$ cat config.mk
export PLATFORM = sky130hd
export DESIGN_NAME = instr_fetch_line_buffer
export DESIGN_NICKNAME = d
export VERILOG_FILES = /design/src/rtl/instr_fetch_line_buffer.sv
export SDC_FILE = /design/constraint.sdc
export NUM_CORES = 1
export LEC_CHECK = 0
export BUFFER_PORTS_ARGS = -buffer_cell sky130_fd_sc_hd__buf_2
export CAP_MARGIN = 20
export CORE_MARGIN = 1.5
export CORE_UTILIZATION = 49
export CTS_CLUSTER_SIZE = 25
export DETAILED_ROUTE_END_ITERATION = 7
export PLACE_DENSITY = 0.77
export SKIP_CTS_REPAIR_TIMING = 1
export SYNTH_ARGS = -nofsm -noshare
export SYNTH_HDL_FRONTEND = slang
export SYNTH_SLANG_ARGS = --single-unit
$ cat constraint.sdc
create_clock -name clk_i -period 2.1 [get_ports clk_i]
set_clock_uncertainty 0.2 [all_clocks]
set_input_delay 0.42 -clock clk_i [delete_from_list [all_inputs] [get_ports clk_i]]
set_output_delay 0.42 -clock clk_i [all_outputs]
set_load 0.1 [all_outputs]
$ cat src/rtl/instr_fetch_line_buffer.sv
// Single-line instruction fetch buffer on a fixed-latency 128-bit line memory port.
// Optional next-line prefetch buffer is enabled with `define NEXT_LINE_PREFETCH_EN.
module instr_fetch_line_buffer #(
   parameter int MEM_LATENCY = 8
) (
   input  logic          clk_i,
   input  logic          rst_i,
   input  logic [31:0]   pc_i,
   input  logic          req_i,
   input  logic          flush_i,
   output logic [31:0]   instr_o,
   output logic          instr_valid_o,
   output logic          stall_o,
   output logic [31:0]   mem_addr_o,
   input  logic [127:0]  mem_line_i
);

   localparam int CW = $clog2(MEM_LATENCY + 1);

`ifdef NEXT_LINE_PREFETCH_EN
   typedef enum logic [1:0] {S_IDLE, S_FILL, S_PREFETCH, S_SWAP} state_t;
`else
   typedef enum logic [0:0] {S_IDLE, S_FILL} state_t;
`endif

   state_t          state_q;
   logic [127:0]    line_q;
   logic [27:0]     tag_q;
   logic            line_valid_q;
   logic [27:0]     fill_tag_q;
   logic [CW-1:0]   cnt_q;
   logic [31:0]     mem_addr_q;
`ifdef NEXT_LINE_PREFETCH_EN
   logic [127:0]    pf_line_q;
   logic [27:0]     pf_tag_q;
   logic            pf_valid_q;
`endif

   logic [27:0]     pc_tag;
   logic            hit;
   logic            miss;
   logic            cap;
   logic            unused_pc;

   assign pc_tag    = pc_i[31:4];
   assign unused_pc = ^pc_i[1:0];
   assign cap       = (cnt_q == CW'(MEM_LATENCY - 1));

`ifdef NEXT_LINE_PREFETCH_EN
   assign hit = line_valid_q && (tag_q == pc_tag) && !flush_i && (state_q != S_SWAP);
`else
   assign hit = line_valid_q && (tag_q == pc_tag) && !flush_i;
`endif

   assign miss          = req_i && !hit && !flush_i;
   assign instr_valid_o = req_i && hit;
   assign stall_o       = req_i && !instr_valid_o;
   assign instr_o       = line_q[{pc_i[3:2], 5'b00000} +: 32];
   assign mem_addr_o    = mem_addr_q;

   always_ff @(posedge clk_i) begin
      if (rst_i) begin
         state_q      <= S_IDLE;
         line_q       <= '0;
         tag_q        <= '0;
         line_valid_q <= 1'b0;
         fill_tag_q   <= '0;
         cnt_q        <= '0;
         mem_addr_q   <= '0;
`ifdef NEXT_LINE_PREFETCH_EN
         pf_line_q    <= '0;
         pf_tag_q     <= '0;
         pf_valid_q   <= 1'b0;
`endif
      end else if (flush_i) begin
         // flush beats a capture edge landing in the same cycle
         state_q      <= S_IDLE;
         line_valid_q <= 1'b0;
         cnt_q        <= '0;
`ifdef NEXT_LINE_PREFETCH_EN
         pf_valid_q   <= 1'b0;
`endif
      end else begin
         case (state_q)
            S_IDLE: begin
               if (miss) begin
`ifdef NEXT_LINE_PREFETCH_EN
                  if (pf_valid_q && (pf_tag_q == pc_tag)) begin
                     line_q       <= pf_line_q;
                     tag_q        <= pf_tag_q;
                     line_valid_q <= 1'b1;
                     pf_valid_q   <= 1'b0;
                     state_q      <= S_SWAP;
                  end else begin
                     pf_valid_q   <= 1'b0;
                     mem_addr_q   <= {pc_tag, 4'h0};
                     fill_tag_q   <= pc_tag;
                     cnt_q        <= '0;
                     state_q      <= S_FILL;
                  end
`else
                  mem_addr_q <= {pc_tag, 4'h0};
                  fill_tag_q <= pc_tag;
                  cnt_q      <= '0;
                  state_q    <= S_FILL;
`endif
               end
            end
            S_FILL: begin
               if (req_i && (pc_tag != fill_tag_q)) begin
                  mem_addr_q <= {pc_tag, 4'h0};
                  fill_tag_q <= pc_tag;
                  cnt_q      <= '0;
               end else if (cap) begin
                  line_q       <= mem_line_i;
                  tag_q        <= fill_tag_q;
                  line_valid_q <= 1'b1;
                  cnt_q        <= '0;
`ifdef NEXT_LINE_PREFETCH_EN
                  mem_addr_q   <= {fill_tag_q + 28'd1, 4'h0};
                  pf_tag_q     <= fill_tag_q + 28'd1;
                  pf_valid_q   <= 1'b0;
                  state_q      <= S_PREFETCH;
`else
                  state_q      <= S_IDLE;
`endif
               end else begin
                  cnt_q <= cnt_q + CW'(1);
               end
            end
`ifdef NEXT_LINE_PREFETCH_EN
            S_PREFETCH: begin
               if (miss && (pc_tag == pf_tag_q)) begin
                  // demand for the line already in flight: keep the running count
                  fill_tag_q <= pf_tag_q;
                  if (cap) begin
                     line_q       <= mem_line_i;
                     tag_q        <= pf_tag_q;
                     line_valid_q <= 1'b1;
                     cnt_q        <= '0;
                     mem_addr_q   <= {pf_tag_q + 28'd1, 4'h0};
                     pf_tag_q     <= pf_tag_q + 28'd1;
                     state_q      <= S_PREFETCH;
                  end else begin
                     cnt_q   <= cnt_q + CW'(1);
                     state_q <= S_FILL;
                  end
               end else if (miss) begin
                  pf_valid_q <= 1'b0;
                  mem_addr_q <= {pc_tag, 4'h0};
                  fill_tag_q <= pc_tag;
                  cnt_q      <= '0;
                  state_q    <= S_FILL;
               end else if (cap) begin
                  pf_line_q  <= mem_line_i;
                  pf_valid_q <= 1'b1;
                  cnt_q      <= '0;
                  state_q    <= S_IDLE;
               end else begin
                  cnt_q <= cnt_q + CW'(1);
               end
            end
            S_SWAP: begin
               mem_addr_q <= {tag_q + 28'd1, 4'h0};
               pf_tag_q   <= tag_q + 28'd1;
               cnt_q      <= '0;
               state_q    <= S_PREFETCH;
            end
`endif
            default: state_q <= S_IDLE;
         endcase
      end
   end

endmodule
After elaboration in Yosys (flattened, before gate mapping)
Index checks and enable logic that the tools add are counted.
{ "totals": {"reg_bits": 222, "latch_bits": 0, "mem_bits_rw": 0, "inputBits": 164, "out_inout_bits": 66, "mem_bits_ro": 0, "elab_cells": 45, "n_memories": 0} }
{ "classes": {"mul": 0, "bitwise_logic": 3, "mux": 14, "n_reduce_logical": 14, "shifts": 1, "div": 0, "addsub": 1, "magnitude_cmp": 0, "eq_ne": 5} }
{ "ops": {"columns": ["operator", "count"], "rows": [
  ["variable part select 128 x 8 -> 32 bit", 1],
  ["2-to-1 mux 32 bit", 2],
  ["case mux 32 bit (2 select lines)", 1],
  ["2-to-1 mux 28 bit", 2],
  ["case mux 28 bit (2 select lines)", 1],
  ["equality test 28 bit", 1],
  ["!= test 28 bit", 1],
  ["2-to-1 mux 4 bit", 3],
  ["case mux 4 bit (2 select lines)", 1],
  ["logical AND 1 bit", 7],
  ["AND reduction 3 bit", 2],
  ["adder 4 x 1 -> 4 bit (second input constant)", 1],
  ["equality test 4 x 3 -> 1 bit (second input constant)", 1],
  ["AND reduction 4 bit", 1],
  ["zero test 1 bit", 3],
  ["2-to-1 mux 1 bit", 3],
  ["inverter 1 bit", 3],
  ["!= test 2 x 1 -> 1 bit (second input constant)", 1],
  ["!= test 2 bit (second input constant)", 1],
  ["case mux 1 bit (2 select lines)", 1],
  ["OR reduction 2 bit", 1]
]} }

Depth between registers and ports, before layout
Gate-level depths: netlist of run 1.
{ "depth": {"word_depth": 8, "ltp_mapped": 8, "mapped_depth_nobuf": 6} }

Worst setup path after synthesis of run 1
OpenSTA, ideal clock, no wires.
{ "synth_timing": {"path_kind": "input to register", "start": "in pc_i[23]", "end": "reg cnt_q[2]", "setup_time_ns": 0.122, "t_arrival_ns": 2.809, "required_time_ns": 1.778, "path_slack_ns": -1.031, "cell_stages": 6, "n_path_buf": 0, "path_cell_list": "xnor2_1 nand4_1 nor4_1 a21oi_1 nor4_1 a221o_1"} }
{ "synth_between": {"elab_chain_cells": 7, "elab_cells_between_ends": 11, "classes_between": "3 x eq/ne; 2 x mux; 6 x reduce/logical"} }
{ "synth_lines": {"columns": ["element", "line", "rtl"], "rows": [
  ["from (decl)", "8", "input logic [31:0] pc_i,"],
  ["equality test 28 bit", "52", "assign hit = line_valid_q && (tag_q == pc_tag) && !flush_i;"],
  ["logical AND 1 bit (2 in a row)", "52", null],
  ["zero test 1 bit", "55", "assign miss = req_i && !hit && !flush_i;"],
  ["logical AND 1 bit (2 in a row)", "55", null],
  ["!= test 2 bit (no line)", null, null],
  ["to (signal assigned)", "128", "cnt_q <= cnt_q + CW'(1);"],
  ["to (decl)", "31", "logic [CW-1:0] cnt_q;"]
]} }
Several ways; a longest one is shown, not always the timed one.
A chain may end at the register's enable or synchronous reset.

==> results.txt, run 1 <==
----------------------------------------------------
[Outcome]
  Result of the run ... finished with violations
  Violated checks ... negative setup slack

[Clock network]
  Worst-path clk slew ... 0.07 ns
  Number of buffers added by the clock tree synthesis step ... 17
  CTS root buffer ... clkbuf_16
  Clock latency of the later-clocked register in the worst-skew pair ... 0.44 ns
  CTS tree ... built
  CTS Sinks ... 190
  Number of levels the H-tree was split into ... 4
  CTS max path bufs ... 2

[Floorplan]
  Row count ... 51
  Floorplan Core Area ... 19,500 µm²
  Horiz. Die Dim ... 144 µm
  Die area ... 20,700 µm²
  Starting density of the core ... 0.498
  Boundary pin count ... 230
  Die Ht ... 144 µm

[Power and ir drop]
  Switching power as a share of total power ... 0.253
  Switching component of the power ... 0.00207 W
  PnR Total Power ... 0.00818 W
  Internal power ... 0.00611 W
  Peak VDD IR ... 0.513 mV
  Portion of total power attributed to combinational logic ... 0.135
  Total power density per cell area ... 602 nW/µm²
  Static leakage power ... 5.19 nW
  Reg power frac ... 0.445
  Clock network fraction of design power ... 0.421

[Global route]
  Remaining global-route overflow ... 0
  GRT Overall Usage ... 0.213
  Wire length of the first global-routing pass ... 34.5 mm
  Vias in the first global route ... 7,180
  Pin count of the biggest net entering global routing ... 99
  Number of antenna violations at the first check in global routing ... 4

[Drt]
  Number of DRC violations after detailed-routing iteration 0 ... 366
  Antenna viol nets, final ... 0
  Final WL ... 25.8 mm
  Drt wl/cell ... 17.4 µm
  Number of search-and-repair iterations in the first detailed-routing pass ... 4
  Remaining design rule violation count ... 0
  Post-DR vias/cell ... 5.02
  Total number of vias ... 7,449

[Placement]
  Count of input and output buffers ... 223
  RD Place Congestion ... 0.791
  Detail Placement HPWL ... 16.0 mm
  Number of placed instances with taps included ... 1,414

[Worst hold path]
  Path type of the worst min-delay path ... in -> reg
  WHS Path Cells ... 3

[Setup path]
  Critical Path Source Type ... flop
  CP Cell Sequence ... xnor2_1 -> nand4_1 -> nor4_4 -> a22oi_2 -> nor3_4 -> buf_6 -> buf_12 -> buf_6 -> clkbuf_16 -> mux2i_1
  Longest individual stage delay on the worst path ... 0.36 ns
  Data required, critical path ... 2.26 ns
  WP buf/inv ... 4
  Worst-path fanout max ... 5
  Worst setup EP type ... flop
  Worst r2r path cells ... 10
  Cell repeated most along the worst path ... buf_6
  Family with the most delay on the worst path ... simple AND/OR/NAND/NOR gates
  Count of cell instances traversed by the critical path ... 10
  Worst endpoint data arrival time ... 2.78 ns
  Critical path class ... reg -> reg
  Library cell contributing the largest single delay on the critical path ... nor3_4

[Synthesis]
  Post-synthesis cell area ... 9700 µm²
  Cells after synthesis ... 919
  Mean Syn Cell Area ... 10.6 µm²
  Unique cell type count in the Yosys netlist ... 32
  Leading area contributor after synthesis ... dfxtp_1
  Number of synthesized register bits ... 190
  Largest cells by area after synthesis ... dfxtp_1 (39%), nand2b_1 (22%), mux2i_1 (19%)
  Share of Yosys cell area claimed by the top area cell type ... 0.392
  Synth warn ... 0
  Sequential fraction of the synthesis area ... 0.392

[STA]
  Number of hold violations in the final report ... 0
  Post-route worst setup slack ... -0.528 ns
  Hold slack final ... 0.0404 ns
  Final setup violation count ... 190
  Shortest period the worst path allows ... 2.63 ns
  Slew Limit Fails ... 0
  Peak Freq ... 0.381 GHz
  RSZ-0062 raised after global routing ... yes
  Post-route fraction of the period consumed by the critical path ... 1.25

[Final layout]
  Fin cells ... 1,484
  Total Nets Final ... 1,369
  Number of filler cells placed in the layout ... 1,451
  Most common cell after layout, fill and taps aside ... nand2b_1
  Fraction of layout cells with a size suffix above 1 ... 0.381
  Layout area overhead ... 40.0%
  Register area ... 3920 µm²
  Commonest non-fill, non-tap cells in the layout ... nand2b_1 (340), buf_2 (187), mux2i_1 (180)
  Multi-input combinational cell area ... 5760 µm²

[Flow run]
  Maximum Capacitance Violations ... 0

----------------------------------------------------
cell usage after synthesis:
master    instances
nand2b_1        340
dfxtp_1         190
mux2i_1         184
xnor2_1          56
clkbuf_1         40
mux4_2           32
buf_6            14
nand4_1          12
buf_2             7
buf_4             6
nor2_1            4
a22o_1            3
nand3_1           3
nor4_1            3
buf_1             2
nand2_1           2
nand3b_1          2
nor2b_1           2
nor3_1            2
nor4_2            2
o21a_1            2
a211oi_1          1
a21o_1            1
a21oi_1           1
a221o_1           1
a22oi_2           1
conb_1            1
ha_1              1
inv_1             1
nor3_2            1
nor4bb_1          1
o21ai_0           1
power by group through the flow:
stage / clock network [W] / logic (W) / registers (W)
2_1_floorplan: 0 / 0.000466 / 0.00392
3_3_place_gp: 0 / 0.00102 / 0.00372
3_5_place_dp: 0 / 0.00103 / 0.00372
4_1_cts: 0.00349 / 0.00103 / 0.00363
5_1_grt: 0.00363 / 0.00117 / 0.00364
6_report: 0.00344 / 0.00110 / 0.00364
logic make-up (layout without fill, tap and decap cells):
kind of cell    Yosys count  after routing  synth area share
xor+xnor                 56             56            0.0506
buf+inv                  70            365            0.0411
flops                   190            190             0.392
mux                     216            216             0.264
compound gates           11             11           0.00916
simple gates            374            374             0.241
fa+ha+maj                 1              1           0.00129
other cells               1              6          0.000387
worst reg2reg max path, cell delays in order, from the launching register on:
cell,delay (ns)
dfxtp_4,0.35
xnor2_1,0.23
nand4_1,0.21
nor4_4,0.31
a22oi_2,0.13
nor3_4,0.36
buf_6,0.18
buf_12,0.14
buf_6,0.11
clkbuf_16,0.14
mux2i_1,0.19
worst paths after layout:
path	from	to	slack [ns]
worst max-delay path	mem_addr_o[26]$_SDFFE_PP0P_	line_q[48]$_SDFFE_PP0P_	-0.53
worst min-delay path	mem_line_i[27]	line_q[27]$_SDFFE_PP0P_	0.04
worst max register to register	mem_addr_o[26]$_SDFFE_PP0P_	line_q[48]$_SDFFE_PP0P_	-0.53
worst min register to register	line_q[80]$_SDFFE_PP0P_	line_q[80]$_SDFFE_PP0P_	0.27
per-layer routing:
layer  vias to the layer above  part of all wire  global-route usage
li1                       3663                 -                   -
met1                      3529              0.42               0.266
met2                       203              0.50               0.356
met3                        50             0.050              0.0530
met4                         4             0.027              0.0795
met5                         -            0.0012                   0
through the flow:
stage / setup TNS, ns / utilization / area, µm² / worst slack, ns
after global placement: -83.60 / 0.602 / 11700 / -0.472
final: -63.93 / 0.698 / 13600 / -0.528
after CTS: -60.46 / 0.635 / 12300 / -0.665
after floorplan: -28.15 / - / 10000 / -0.217
after global routing: -89.08 / 0.698 / 13600 / -0.650
after detailed placement: -97.09 / 0.602 / 11700 / -0.583
flip-flops by register name, indices dropped and copies added (netlist names):
name / cells
line_q: 128
line_valid_q: 1
state_q: 1
mem_addr_o: 28
tag_q: 28
cnt_q: 4
area by class of cell:
class,instances,area share
clock buffer,25,0.0389
inverter,1,0.000276
antenna,2,0.000368
timing repair buffer,332,0.217
sequential,190,0.289
clock inverter,7,0.00718
multi-input combinational,662,0.424
tap,265,0.0244
No activity file was read; power rests on OpenSTA's default activity.
==> inputs of run 2 (changes only) <==
--- a/config.mk
+++ b/config.mk
@@ -7,6 +7,7 @@
 export LEC_CHECK = 0
 export BUFFER_PORTS_ARGS = -buffer_cell sky130_fd_sc_hd__buf_2
 export CAP_MARGIN = 20
+export CORE_ASPECT_RATIO = 1.1
 export CORE_MARGIN = 1.5
 export CORE_UTILIZATION = 49
 export CTS_CLUSTER_SIZE = 25
==> run 2 against run 1 <==
Effect of this change: the flow still finishes with violations (negative setup slack); core utilization grew 0.13 points; register-to-register slack improved by 0.06 ns; non-clock buffer count stayed put; cell area fell by 1.0%; cell count fell by 1.2%; power down 2.0%; maximum frequency rose by 2.0%; first-iteration DRC count fell by 30%.
==> results.txt, run 2 (same netlist as run 1, synthesis figures left out) <==
----------------------------------------------------
[Final layout]
  Fraction of layout cells with a size suffix above 1 ... 0.379 (was 0.381)
  Multi-input combinational cell area ... 5750 µm² (was 5760 µm²)
  Most common cell after layout, fill and taps aside ... nand2b_1 (unchanged)
  Number of filler cells placed in the layout ... 1,395 (was 1,451)
  Fin cells ... 1,466 (was 1,484)
  Max FFs per register ... 128 (unchanged)
  Largest register by flop count ... line_q (unchanged)
  Total Nets Final ... 1,369 (unchanged)
  Final design utilization ... 0.699 (was 0.698)
  Register area ... 3920 µm² (about the same)
  Layout area overhead ... 38.6% (was 40.0%)
  Commonest non-fill, non-tap cells in the layout ... nand2b_1 (340), buf_2 (187), mux2i_1 (178) (was nand2b_1 (340), buf_2 (187), mux2i_1 (180))

[Drt]
  Post-DR vias/cell ... 5.03 (was 5.02)
  Remaining design rule violation count ... 0 (unchanged)
  Antenna viol nets, final ... 0 (unchanged)
  Total number of vias ... 7,381 (was 7,449)
  Number of search-and-repair iterations in the first detailed-routing pass ... 4 (unchanged)
  Drt wl/cell ... 17.1 µm (was 17.4 µm)
  Number of DRC violations after detailed-routing iteration 0 ... 256 (was 366)
  Final WL ... 25.1 mm (was 25.8 mm)

[Outcome]
  Result of the run ... finished with violations (unchanged)
  Violated checks ... negative setup slack (unchanged)

[Power and ir drop]
  Total power density per cell area ... 596 nW/µm² (was 602 nW/µm²)
  Peak VDD IR ... 0.537 mV (was 0.513 mV)
  Static leakage power ... 5.13 nW (was 5.19 nW)

[Setup path]
  Worst-path fanout max ... 2 (was 5)
  Critical Path Source Type ... flop (unchanged)
  Worst setup EP type ... output port (was flop)
  Startpoint of the most critical register-to-register path ... mem_addr_o[9]$_SDFFE_PP0P_ (was mem_addr_o[26]$_SDFFE_PP0P_)
  Library cell contributing the largest single delay on the critical path ... dfxtp_2 (was nor3_4)
  CP Cell Sequence ... xnor2_2 -> buf_4 -> nand4_1 -> nor4_4 -> nand2_2 -> nor2_4 -> buf_12 (was xnor2_1 -> nand4_1 -> nor4_4 -> a22oi_2 -> nor3_4 -> buf_6 -> buf_12 -> buf_6 -> clkbuf_16 -> mux2i_1)
  Reg2Reg Setup Slack ... -0.47 ns (was -0.53 ns)
  Critical path class ... reg -> out (was reg -> reg)
  Data required, critical path ... 1.48 ns (was 2.26 ns)
  Worst endpoint data arrival time ... 1.96 ns (was 2.78 ns)
  Crit Reg-Reg Endpoint ... tag_q[7]$_SDFFE_PP0P_ (was line_q[48]$_SDFFE_PP0P_)
  Worst r2r path cells ... 11 (was 10)
  Longest individual stage delay on the worst path ... 0.36 ns (about the same)

[STA]
  Post-route worst setup slack ... -0.476 ns (was -0.528 ns)
  Slew Limit Fails ... 0 (unchanged)
  Hold slack final ... 0.0463 ns (was 0.0404 ns)
  Number of hold violations in the final report ... 0 (unchanged)
  RSZ-0062 raised after global routing ... yes (unchanged)
  Final setup violation count ... 190 (unchanged)
  TNS Setup ... -56.37 ns (was -63.93 ns)
  Post-route fraction of the period consumed by the critical path ... 1.23 (was 1.25)
  Shortest period the worst path allows ... 2.58 ns (was 2.63 ns)
  Peak Freq ... 0.388 GHz (was 0.381 GHz)

[Floorplan]
  Boundary pin count ... 230 (unchanged)
  Horiz. Die Dim ... 137 µm (was 144 µm)
  Starting density of the core ... 0.504 (was 0.498)
  Floorplan Core Area ... 19,200 µm² (was 19,500 µm²)
  Die Ht ... 151 µm (was 144 µm)
  Die area ... 20,700 µm² (about the same)
  Row count ... 53 (was 51)

[Flow run]
  Maximum Capacitance Violations ... 0 (unchanged)

[Clock network]
  CTS tree ... built (unchanged)
  Number of levels the H-tree was split into ... 4 (unchanged)
  Worst-path clk slew ... 0.07 ns (about the same)
  Clock latency of the later-clocked register in the worst-skew pair ... 0.43 ns (was 0.44 ns)
  CTS Sinks ... 190 (unchanged)
  Number of buffers added by the clock tree synthesis step ... 17 (unchanged)
  CTS root buffer ... clkbuf_16 (unchanged)
  CTS max path bufs ... 2 (unchanged)

[Global route]
  Number of antenna violations at the first check in global routing ... 4 (unchanged)
  Wire length of the first global-routing pass ... 35.3 mm (was 34.5 mm)
  Remaining global-route overflow ... 0 (unchanged)
  Vias in the first global route ... 7,320 (was 7,180)
  Pin count of the biggest net entering global routing ... 80 (was 99)
  GRT Overall Usage ... 0.218 (was 0.213)

[Placement]
  Detail Placement HPWL ... 16.3 mm (was 16.0 mm)
  Count of input and output buffers ... 223 (unchanged)
  Number of placed instances with taps included ... 1,395 (was 1,414)
  RD Place Congestion ... 0.804 (was 0.791)
  Setup Slack @ Placement ... -0.630 ns (was -0.583 ns)

[Worst hold path]
  Path type of the worst min-delay path ... in -> reg (unchanged)
  End of the worst hold path ... line_q[34]$_SDFFE_PP0P_ (was line_q[27]$_SDFFE_PP0P_)
  WHS Path Cells ... 3 (unchanged)
  Launch point of the worst hold path ... mem_line_i[34] (was mem_line_i[27])

----------------------------------------------------
==> run 2: worst max-delay path by stage <==
stage / startpoint / to / slack, ns / cells after the start
global route: tag_q[0]$_SDFFE_PP0P_ / instr_valid_o / -0.58 / 7
finish: tag_q[0]$_SDFFE_PP0P_ / instr_valid_o / -0.48 / 7
detailed placement: pc_i[5] / line_q[20]$_SDFFE_PP0P_ / -0.63 / 10
floorplan: pc_i[28] / instr_valid_o / -0.22 / 5
global placement: pc_i[5] / line_q[103]$_SDFFE_PP0P_ / -0.54 / 10
CTS: tag_q[5]$_SDFFE_PP0P_ / stall_o / -0.66 / 6
==> run 2: routing by layer <==
metal,vias up,share of wire,track usage
met5,-,0.00076,0
met4,4,0.016,0.0842
met1,3510,0.43,0.266
li1,3653,-,-
met2,185,0.50,0.373
met3,29,0.049,0.0519
==> run 2: stage by stage <==
| step | instance area (µm²) | total power, W |
|---|---|---|
| after floorplan | 10000 | 0.00439 |
| after CTS | 12300 | 0.00800 |
| after global placement | 11800 | 0.00475 |
| final | 13400 | 0.00801 |
| after detailed placement | 11800 | 0.00475 |
| after global routing | 13400 | 0.00826 |
==> run 2: layout make-up <==
cell class	count	area share
diodes	2	0.000372
well taps	247	0.0230
repair buffers	332	0.214
clock buffers	19	0.0322
flip-flops and latches	190	0.291
multi-input cells	662	0.428
inverters	1	0.000279
clock inverters	13	0.0112
==> run 2: power by group <==
part	internal [W]	switching [W]	total, W
combinational	0.000486	0.000609	0.00110
clock	0.00178	0.00149	0.00328
sequential	0.00361	0.0000240	0.00364
total	0.00588	0.00213	0.00801
==> run 2: critical path, delay by kind of cell (launching register included) <==
| kind | cells | cell delay, ns |
|---|---|---|
| xor+xnor | 1 | 0.11 |
| buf+inv | 2 | 0.33 |
| flops | 1 | 0.36 |
| simple gates | 4 | 0.72 |
==> inputs of run 3 (changes only) <==
--- a/config.mk
+++ b/config.mk
@@ -8,10 +8,10 @@
 export BUFFER_PORTS_ARGS = -buffer_cell sky130_fd_sc_hd__buf_2
 export CAP_MARGIN = 20
 export CORE_ASPECT_RATIO = 1.1
-export CORE_MARGIN = 1.5
 export CORE_UTILIZATION = 49
 export CTS_CLUSTER_SIZE = 25
 export DETAILED_ROUTE_END_ITERATION = 7
+export HOLD_SLACK_MARGIN = 0.02
 export PLACE_DENSITY = 0.77
 export SKIP_CTS_REPAIR_TIMING = 1
 export SYNTH_ARGS = -nofsm -noshare
==> run 3 against run 2 <==
Effect of this change: the run still ends with negative setup slack left; cell area rose by 0.59%; global-route usage shrank 0.19 points; die area shrank 1.4%; wire length is 2.3% lower; cell count shrank 0.27%; core utilization is 0.41 points higher; register-to-register slack improved by 0.09 ns; critical path type unchanged; first-iteration DRC count rose by 17%; clock power shrank 4%; combinational power about the same; critical endpoint unchanged; maximum frequency is 0.32% lower; non-clock buffer count decreased by 4.
==> results.txt, run 3 (same netlist as run 1, synthesis figures left out) <==
----------------------------------------------------
[Setup path]
  Worst endpoint data arrival time ... 1.96 ns (about the same)
  Worst setup EP type ... output port (unchanged)
  Critical Path Source Type ... flop (unchanged)
  Worst-path fanout max ... 2 (unchanged)
  Critical path class ... reg -> out (unchanged)
  Data required, critical path ... 1.48 ns (about the same)

[Clock network]
  CTS Sinks ... 190 (unchanged)
  CTS tree ... built (unchanged)
  Clock latency of the later-clocked register in the worst-skew pair ... 0.43 ns (about the same)
  Worst-path clk slew ... 0.08 ns (was 0.07 ns)
  CTS root buffer ... clkbuf_16 (unchanged)
  Number of levels the H-tree was split into ... 4 (unchanged)
  Number of buffers added by the clock tree synthesis step ... 17 (unchanged)
  CTS max path bufs ... 2 (unchanged)

[Final layout]
  Fraction of layout cells with a size suffix above 1 ... 0.387 (was 0.379)
  Layout area overhead ... 39.4% (was 38.6%)
  Fin cells ... 1,462 (was 1,466)
  Commonest non-fill, non-tap cells in the layout ... nand2b_1 (340), buf_2 (187), mux2i_1 (181) (was nand2b_1 (340), buf_2 (187), mux2i_1 (178))
  Largest register by flop count ... line_q (unchanged)
  Total Nets Final ... 1,365 (was 1,369)
  Most common cell after layout, fill and taps aside ... nand2b_1 (unchanged)
  Number of filler cells placed in the layout ... 1,379 (was 1,395)
  Max FFs per register ... 128 (unchanged)

[Global route]
  Vias in the first global route ... 7,063 (was 7,320)
  Number of antenna violations at the first check in global routing ... 3 (was 4)
  Wire length of the first global-routing pass ... 34.6 mm (was 35.3 mm)
  GRT Overall Usage ... 0.217 (was 0.218)
  Remaining global-route overflow ... 0 (unchanged)
  Pin count of the biggest net entering global routing ... 112 (was 80)

[Floorplan]
  Floorplan Core Area ... 19,200 µm² (unchanged)
  Row count ... 53 (unchanged)
  Die area ... 20,400 µm² (was 20,700 µm²)
  Boundary pin count ... 230 (unchanged)
  Die Ht ... 150 µm (was 151 µm)
  Starting density of the core ... 0.504 (unchanged)
  Horiz. Die Dim ... 136 µm (was 137 µm)

[STA]
  Final setup violation count ... 183 (was 190)
  Number of hold violations in the final report ... 0 (unchanged)
  RSZ-0062 raised after global routing ... yes (unchanged)
  Shortest period the worst path allows ... 2.58 ns (about the same)
  Post-route fraction of the period consumed by the critical path ... 1.23 (about the same)
  Normalized max-slew margin ... 0.657
  Worst-margin pin slew ... 0.518 ns
  TNS Setup ... -49.59 ns (was -56.37 ns)
  Peak Freq ... 0.387 GHz (was 0.388 GHz)
  Slew Limit Fails ... 0 (unchanged)
  Post-route worst setup slack ... -0.484 ns (was -0.476 ns)

[Placement]
  RD Place Congestion ... 0.764 (was 0.804)
  Detail Placement HPWL ... 15.9 mm (was 16.3 mm)
  Count of input and output buffers ... 223 (unchanged)
  Number of placed instances with taps included ... 1,396 (was 1,395)

[Power and ir drop]
  Static leakage power ... 5.18 nW (was 5.13 nW)
  Total power density per cell area ... 582 nW/µm² (was 596 nW/µm²)
  Peak VDD IR ... 0.534 mV (was 0.537 mV)

[Drt]
  Post-DR vias/cell ... 5.04 (was 5.03)
  Number of DRC violations after detailed-routing iteration 0 ... 299 (was 256)
  Drt wl/cell ... 16.7 µm (was 17.1 µm)
  Antenna viol nets, final ... 0 (unchanged)
  Remaining design rule violation count ... 0 (unchanged)
  Number of search-and-repair iterations in the first detailed-routing pass ... 5 (was 4)
  Final WL ... 24.5 mm (was 25.1 mm)
  Total number of vias ... 7,365 (was 7,381)

[Worst hold path]
  Path type of the worst min-delay path ... in -> reg (unchanged)

[Outcome]
  Result of the run ... finished with violations (unchanged)
  Violated checks ... negative setup slack (unchanged)

[Flow run]
  Maximum Capacitance Violations ... 0 (unchanged)

----------------------------------------------------
==> run 3: cell count changes in the layout (fill, tap and decap cells not counted), moves of 3 or more <==
cell | previous run | this run
dfxtp_2 | 5 | 9
buf_12 | 24 | 18
mux2i_1 | 178 | 181
xnor2_2 | 14 | 22
xnor2_1 | 41 | 34
buf_6 | 41 | 32
buf_16 | 0 | 8
mux2i_2 | 6 | 3
dfxtp_1 | 157 | 153
==> run 3: metrics by stage <==
step | utilization | setup slack (ns) | instance area, µm² | hold WS (ns) | power (W)
finish | 0.703 | -0.484 | 13500 | 0.0322 | 0.00787
global route | 0.703 | -0.549 | 13500 | 0.0253 | 0.00818
floorplan | - | -0.217 | 10000 | 0.241 | 0.00439
detailed placement | 0.612 | -0.525 | 11800 | 0.258 | 0.00475
CTS | 0.642 | -0.610 | 12300 | 0.0277 | 0.00789
global placement | 0.612 | -0.442 | 11800 | 0.252 | 0.00474
==> run 3: worst paths after layout <==
| kind | cells after the start | slack [ns] | end | startpoint |
|---|---|---|---|---|
| worst max-delay path | 6 | -0.48 | instr_valid_o | tag_q[26]$_SDFFE_PP0P_ |
| worst min-delay path | 3 | 0.03 | line_q[112]$_SDFFE_PP0P_ | mem_line_i[112] |
| worst max register to register | 10 | -0.38 | line_q[107]$_SDFFE_PP0P_ | mem_addr_o[22]$_SDFFE_PP0P_ |
| worst min register to register | 2 | 0.27 | line_q[108]$_SDFFE_PP0P_ | line_q[108]$_SDFFE_PP0P_ |
==> run 3: power breakdown <==
| group | switching, W | leakage [nW] | internal [W] |
|---|---|---|---|
| Clock | 0.00157 | 0.281 | 0.00158 |
| Sequential | 0.0000233 | 1.56 | 0.00361 |
| Combinational | 0.000602 | 3.34 | 0.000484 |
| Total | 0.00220 | 5.18 | 0.00568 |
==> run 3: worst max-delay path, stage by stage (launching register included) <==
cell,delay (ns)
dfxtp_1,0.40
xnor2_2,0.15
nand4_1,0.20
nor4_4,0.35
nand2_2,0.12
nor2_4,0.14
buf_12,0.18
==> run 3: cell type report <==
cell class | instances | area (µm²) | area share
diodes | 2 | 5.00 | 0.000370
clock buffers | 17 | 425 | 0.0314
clock inverters | 15 | 149 | 0.0110
inverters | 1 | 3.75 | 0.000277
multi-input cells | 662 | 5790 | 0.428
flip-flops and latches | 190 | 3920 | 0.290
well taps | 247 | 309 | 0.0228
repair buffers | 328 | 2930 | 0.216
==> run 3: layer usage <==
| layer | track usage | share of wire | up-vias |
|---|---|---|---|
| li1 | - | - | 3661 |
| met1 | 0.270 | 0.44 | 3503 |
| met5 | 0 | 0.00053 | - |
| met3 | 0.0586 | 0.051 | 30 |
| met2 | 0.359 | 0.49 | 169 |
| met4 | 0.0728 | 0.018 | 2 |
